<file path="src/rtl/alu4_pkg.sv">
// Shared constants for the 4-bit ALU/accumulator block.
// Holds the opcode encodings, FSM state type and flag bit positions.
package alu4_pkg;

  localparam int ALU_WIDTH = 4;

  localparam logic [2:0] OP_NOT_A = 3'b000;
  localparam logic [2:0] OP_NOT_B = 3'b001;
  localparam logic [2:0] OP_AND   = 3'b010;
  localparam logic [2:0] OP_OR    = 3'b011;
  localparam logic [2:0] OP_XOR   = 3'b100;
  localparam logic [2:0] OP_XNOR  = 3'b101;
  localparam logic [2:0] OP_ADD   = 3'b110;
  localparam logic [2:0] OP_SUB   = 3'b111;

  localparam int FLAG_N = 3;
  localparam int FLAG_Z = 2;
  localparam int FLAG_C = 1;
  localparam int FLAG_V = 0;

  typedef enum logic [1:0] {
    ST_IDLE = 2'b00,
    ST_EXEC = 2'b01,
    ST_FULL = 2'b10
  } state_e;

endpackage

</file>
<file path="src/rtl/alu4.sv">
// Purely combinational ALU datapath: logic ops plus modulo-2^WIDTH add/sub.
// Produces the result and the arithmetic flags C and V; N/Z live in the wrapper.
module alu4
  import alu4_pkg::*;
#(
  parameter int WIDTH = ALU_WIDTH
) (
  input  logic [WIDTH-1:0] a,
  input  logic [WIDTH-1:0] b,
  input  logic [2:0]       op,
  output logic [WIDTH-1:0] result,
  output logic             c,
  output logic             v
);

  logic [WIDTH:0] sum;

  always_comb begin
    result = '0;
    c      = 1'b0;
    v      = 1'b0;
    sum    = '0;
    case (op)
      OP_NOT_A: result = ~a;
      OP_NOT_B: result = ~b;
      OP_AND:   result = a & b;
      OP_OR:    result = a | b;
      OP_XOR:   result = a ^ b;
      OP_XNOR:  result = ~(a ^ b);
      OP_ADD: begin
        sum    = {1'b0, a} + {1'b0, b};
        result = sum[WIDTH-1:0];
        c      = sum[WIDTH];
        v      = (a[WIDTH-1] == b[WIDTH-1]) && (result[WIDTH-1] != a[WIDTH-1]);
      end
      OP_SUB: begin
        // Carry out of A + ~B + 1 is the "no borrow" indication (A >= B unsigned).
        sum    = {1'b0, a} + {1'b0, ~b} + {{WIDTH{1'b0}}, 1'b1};
        result = sum[WIDTH-1:0];
        c      = sum[WIDTH];
        v      = (a[WIDTH-1] != b[WIDTH-1]) && (result[WIDTH-1] != a[WIDTH-1]);
      end
      default: result = '0;
    endcase
  end

endmodule

</file>
<file path="src/rtl/alu4_acc.sv">
// ALU with accumulator and a valid/ready handshake on both sides.
// One operation in flight: IDLE accepts, EXEC computes, FULL holds the result.
module alu4_acc
  import alu4_pkg::*;
#(
  parameter int WIDTH = ALU_WIDTH
) (
  input  logic             clk,
  input  logic             reset_n,
  input  logic             in_valid,
  output logic             in_ready,
  input  logic [2:0]       op,
  input  logic [WIDTH-1:0] a,
  input  logic [WIDTH-1:0] b,
  input  logic             use_acc,
  input  logic             clr_acc,
  output logic             out_valid,
  input  logic             out_ready,
  output logic [WIDTH-1:0] result,
  output logic [3:0]       flags,
  output logic [WIDTH-1:0] acc
);

  state_e           state_q, state_d;
  logic [2:0]       op_q, op_d;
  logic [WIDTH-1:0] opa_q, opa_d;
  logic [WIDTH-1:0] opb_q, opb_d;
  logic [WIDTH-1:0] result_q, result_d;
  logic [3:0]       flags_q, flags_d;
  logic [WIDTH-1:0] acc_q, acc_d;
  logic             out_valid_q, out_valid_d;

  logic [WIDTH-1:0] alu_result;
  logic             alu_c;
  logic             alu_v;

  alu4 #(.WIDTH(WIDTH)) u_alu (
    .a      (opa_q),
    .b      (opb_q),
    .op     (op_q),
    .result (alu_result),
    .c      (alu_c),
    .v      (alu_v)
  );

  always_comb begin
    state_d     = state_q;
    op_d        = op_q;
    opa_d       = opa_q;
    opb_d       = opb_q;
    result_d    = result_q;
    flags_d     = flags_q;
    acc_d       = acc_q;
    out_valid_d = out_valid_q;
    in_ready    = 1'b0;
    case (state_q)
      ST_IDLE: begin
        // A clear takes the whole cycle, so it also blocks acceptance.
        in_ready = reset_n & ~clr_acc;
        if (clr_acc) begin
          acc_d = '0;
        end else if (in_valid) begin
          op_d    = op;
          opa_d   = a;
          opb_d   = use_acc ? acc_q : b;
          state_d = ST_EXEC;
        end
      end
      ST_EXEC: begin
        result_d         = alu_result;
        flags_d[FLAG_N]  = alu_result[WIDTH-1];
        flags_d[FLAG_Z]  = (alu_result == '0);
        flags_d[FLAG_C]  = alu_c;
        flags_d[FLAG_V]  = alu_v;
        acc_d            = alu_result;
        out_valid_d      = 1'b1;
        state_d          = ST_FULL;
      end
      ST_FULL: begin
        if (clr_acc) begin
          acc_d = '0;
        end
        if (out_ready) begin
          out_valid_d = 1'b0;
          state_d     = ST_IDLE;
        end
      end
      default: state_d = ST_IDLE;
    endcase
  end

  always_ff @(posedge clk or negedge reset_n) begin
    if (!reset_n) begin
      state_q     <= ST_IDLE;
      op_q        <= '0;
      opa_q       <= '0;
      opb_q       <= '0;
      result_q    <= '0;
      flags_q     <= '0;
      acc_q       <= '0;
      out_valid_q <= 1'b0;
    end else begin
      state_q     <= state_d;
      op_q        <= op_d;
      opa_q       <= opa_d;
      opb_q       <= opb_d;
      result_q    <= result_d;
      flags_q     <= flags_d;
      acc_q       <= acc_d;
      out_valid_q <= out_valid_d;
    end
  end

  assign out_valid = out_valid_q;
  assign result    = result_q;
  assign flags     = flags_q;
  assign acc       = acc_q;

endmodule

</file>
<file path="config.mk">
export PLATFORM = sky130hd
export DESIGN_NAME = alu4_acc
export DESIGN_NICKNAME = d
export VERILOG_FILES = /design/src/rtl/alu4_pkg.sv /design/src/rtl/alu4.sv /design/src/rtl/alu4_acc.sv
export SDC_FILE = /design/constraint.sdc
export NUM_CORES = 1
export LEC_CHECK = 0
export BUFFER_PORTS_ARGS = -buffer_cell sky130_fd_sc_hd__buf_2
export CAP_MARGIN = 20
export CORE_ASPECT_RATIO = 1.1
export CORE_MARGIN = 5
export CORE_UTILIZATION = 50
export CTS_BUF_LIST = sky130_fd_sc_hd__clkbuf_4
export CTS_CLUSTER_DIAMETER = 40
export CTS_CLUSTER_SIZE = 28
export DETAILED_ROUTE_END_ITERATION = 12
export GPL_ROUTABILITY_DRIVEN = 1
export PLACE_DENSITY_LB_ADDON = 0.15
export SETUP_SLACK_MARGIN = 0.5
export SYNTH_ARGS = -nofsm -noshare
export SYNTH_HDL_FRONTEND = slang
export SYNTH_SLANG_ARGS = --single-unit
</file>
<file path="constraint.sdc">
create_clock -name clk -period 3.7 [get_ports clk]
set_clock_uncertainty 0.15 [all_clocks]
set_input_delay 0.555 -clock clk [delete_from_list [all_inputs] [get_ports clk]]
set_output_delay 0.555 -clock clk [all_outputs]
set_load 0.01 [all_outputs]
</file>
==> flow_summary.toml <==
[floorplanning]
initial_core_util_pct = 51.48
row_count = 22
die_h_microns = 71.16
die-area_sq_mm = 0.004668
chipWidth_microns = 65.60
pin_count = 31
core_sq_mm = 0.003303

[logic_synthesis]
synth_edf_count = 0
syn_area_per_cell_sq_um = 9.394
synthCells = 181
yosysSeqAreaShare_pct = 36.79
ys.flop_type = "dfrtp_1"
synth_area_sq_mm = 0.001700
synth-seq-cells = 25
yosysUniqueCellTypes = 46
syn-num-nets = 212
async_flop_share_pct = 100.0
ys_warn_count = 0

[clocking]
cts_tree = "built"
clk_latency_ps = 320
cts_max_level = 1
postCtsHoldBufs = 0
cts_setup_buffers = 0
ctsResizeCount = 0
root_buffer = "clkbuf_4"
cts_sinks = 25
clkTransAtPathRegs_ps = 130
numCtsBuffers = 3
cts_max_path_buffers = 2

[global_routing]
grt_start_max_net_pins = 27
antenna_found_initial = 0
grt_remaining_overflow = 0
grt_pass1_vias = 1443
grt_pass1_wl_microns = 6803
grtUsageTotal_pct = 18.64

[power_and_ir_drop]
internal_power_uw = 676.5
p_clk_share_pct = 11.0
power_frac_comb_pct = 49.7
vdd.ir_drop.worst_uv = 251.7
power.leakage_nw = 0.9109
seqPwrFrac_pct = 39.4
sw_frac_of_total_pct = 42.58
power_density_mw_per_mm2 = 639.7
p_sw_uw = 501.7

[run_status]
status = "completed"

[placement]
place_congestion = 0.9326
numPortBuffers = 30
placed_cell_area_sq_mm = 0.001812
place_hpwl_microns = 3020

[timing]
fmax_mhz = 408.1
relSlewSlack_pct = 49.72
period_minus_slack_ps = 2451
final.setup.tns_ps = 0
period_share_pct = 66.23
finalSetupViolCount = 0
tightestPinTransition_ps = 754.1
slew_violations = 0
rsz0062_at_grt = "false"
finalHoldViolCount = 0

[worst_setup_path]
critPathSlowestCell = "fa_1"
path_delay_family = "compound AO/OA/AOI/OAI gates"
r2r_start = "opa_q[0]"
crit_arrival_ps = 2520
r2r_setup_slack_ps = 1250
worst_setup_path_end_kind = "register"
cp-start-kind = "register"
r2r_cells = 8
worstSetupPathType = "reg2reg"
path_cells = "inv_1, ha_1, fa_1, mux2i_1, o22ai_1, o311a_1, nor2b_1, a32o_1"
critPathBufInv = 1
cp_max_fo = 3
required_ps = 3770
crit_path_max_incr_delay_ps = 430
regToRegEndpoint = "flags[2]"

[drt]
ant_nets = 0
vias = 1391
wirelength_microns = 3883
drc_errors = 0
wl_per_cell_microns = 16.32
wl_met3_microns = 148
m1WireLength_microns = 1692
viasPerCell = 5.845
wl_met2_microns = 1987
drt-pass1-iter-count = 4
drtIter0Drc = 77
top_layer_used = "met4"

[cells_and_area]
fillers = 309
fin_nets = 234
syn2layout_area_growth_pct = 8.315
drive_above_1_share_pct = 20.79
layout.cells.most_common_list = "30 x buf_2, 25 x dfrtp_1, 15 x o21ai_0"
finalInstanceArea_sq_mm = 0.001842
antennaDiodeCount = 0
final_common_cell = "buf_2"

[flow_run]
maxCapViolations = 0

[hold_path]
hold_path_class = "in2async"
-- layer usage --
layer / vias to the layer above / track usage, %
met5: - / 0
met4: 0 / 5.530
met3: 7 / 2.540
met2: 33 / 31.83
met1: 676 / 24.40
li1: 675 / -
-- Yosys cell counts (all sizes together), types with 3 or more instances --
| master | n | area share [%] |
|---|---|---|
| dfrtp | 25 | 37 |
| o21ai | 15 | 4.4 |
| inv | 14 | 3.1 |
| nand2 | 14 | 3.1 |
| a21oi | 12 | 3.8 |
| ha | 12 | 8.8 |
| nor2 | 12 | 2.6 |
| buf | 8 | 3.8 |
| mux2i | 8 | 4.7 |
| nand2b | 6 | 2.2 |
| clkbuf | 5 | 1.1 |
| mux2 | 4 | 2.6 |
| a211oi | 3 | 1.3 |
| and2 | 3 | 1.1 |
| nor3b | 3 | 1.3 |
| xnor2 | 3 | 1.5 |
-- sequential cells by signal, indices dropped and copies added, names as in the netlist --
signal,count
acc,4
flags,3
op_q,3
opa_q,4
opb_q,4
out_valid,1
result,4
state_q,2
-- stage by stage --
step                setup WS (ps)  utilization, %  hold slack, ps  std cells  total power, mW
floorplan                    1405               -           109.4        181           0.9128
global placement             1289           54.85           305.0        234            1.025
detailed placement           1285           54.85           326.9        234            1.054
CTS                          1254           55.76           73.84        238            1.189
global route                 1140           55.76           82.72        238            1.290
finish                       1249           55.76           58.05        238            1.178
-- area by class of cell --
| cell class | count | area [sq um] | share of cell area [%] |
|---|---|---|---|
| Multi-Input combinational cell | 129 | 938.4 | 50.95 |
| Sequential cell | 25 | 625.6 | 33.97 |
| Timing Repair Buffer | 30 | 150.1 | 8.152 |
| Inverter | 14 | 52.55 | 2.853 |
| Tap cell | 36 | 45.04 | 2.446 |
| Clock buffer | 4 | 30.03 | 1.630 |
-- worst max path at each step --
stage | start | end | slack (ps) | cells past startpoint
after detailed placement | opa_q[0] | flags[2] | 1280 | 8
after CTS | opa_q[0] | flags[2] | 1250 | 8
final | opa_q[0] | flags[2] | 1250 | 8
after global placement | opa_q[0] | flags[2] | 1290 | 8
after global routing | opa_q[3] | flags[2] | 1140 | 7
after floorplan | opb_q[0] | flags[2] | 1410 | 7
-- power groups by stage --
| stage | sequential, mW | combinational, mW | clock [mW] |
|---|---|---|---|
| after floorplan | 0.438 | 0.475 | 0 |
| after global placement | 0.461 | 0.564 | 0 |
| after detailed placement | 0.469 | 0.585 | 0 |
| after CTS | 0.464 | 0.589 | 0.137 |
| after global routing | 0.483 | 0.654 | 0.153 |
| final | 0.464 | 0.585 | 0.129 |
-- cell families (layout without fill, tap and decap cells) --
kind of cell	after synthesis	in the layout	synth area share [%]
AND/OR/NAND/NOR	50	50	15.23
AO/OA/AOI/OAI	49	49	18.54
buffers and inverters	27	48	8.021
flip-flops	25	25	36.79
adder cells (fa/ha/maj)	14	14	11.18
multiplexers	13	13	8.683
XOR/XNOR	3	3	1.546
No activity file was read; power rests on OpenSTA's default activity.
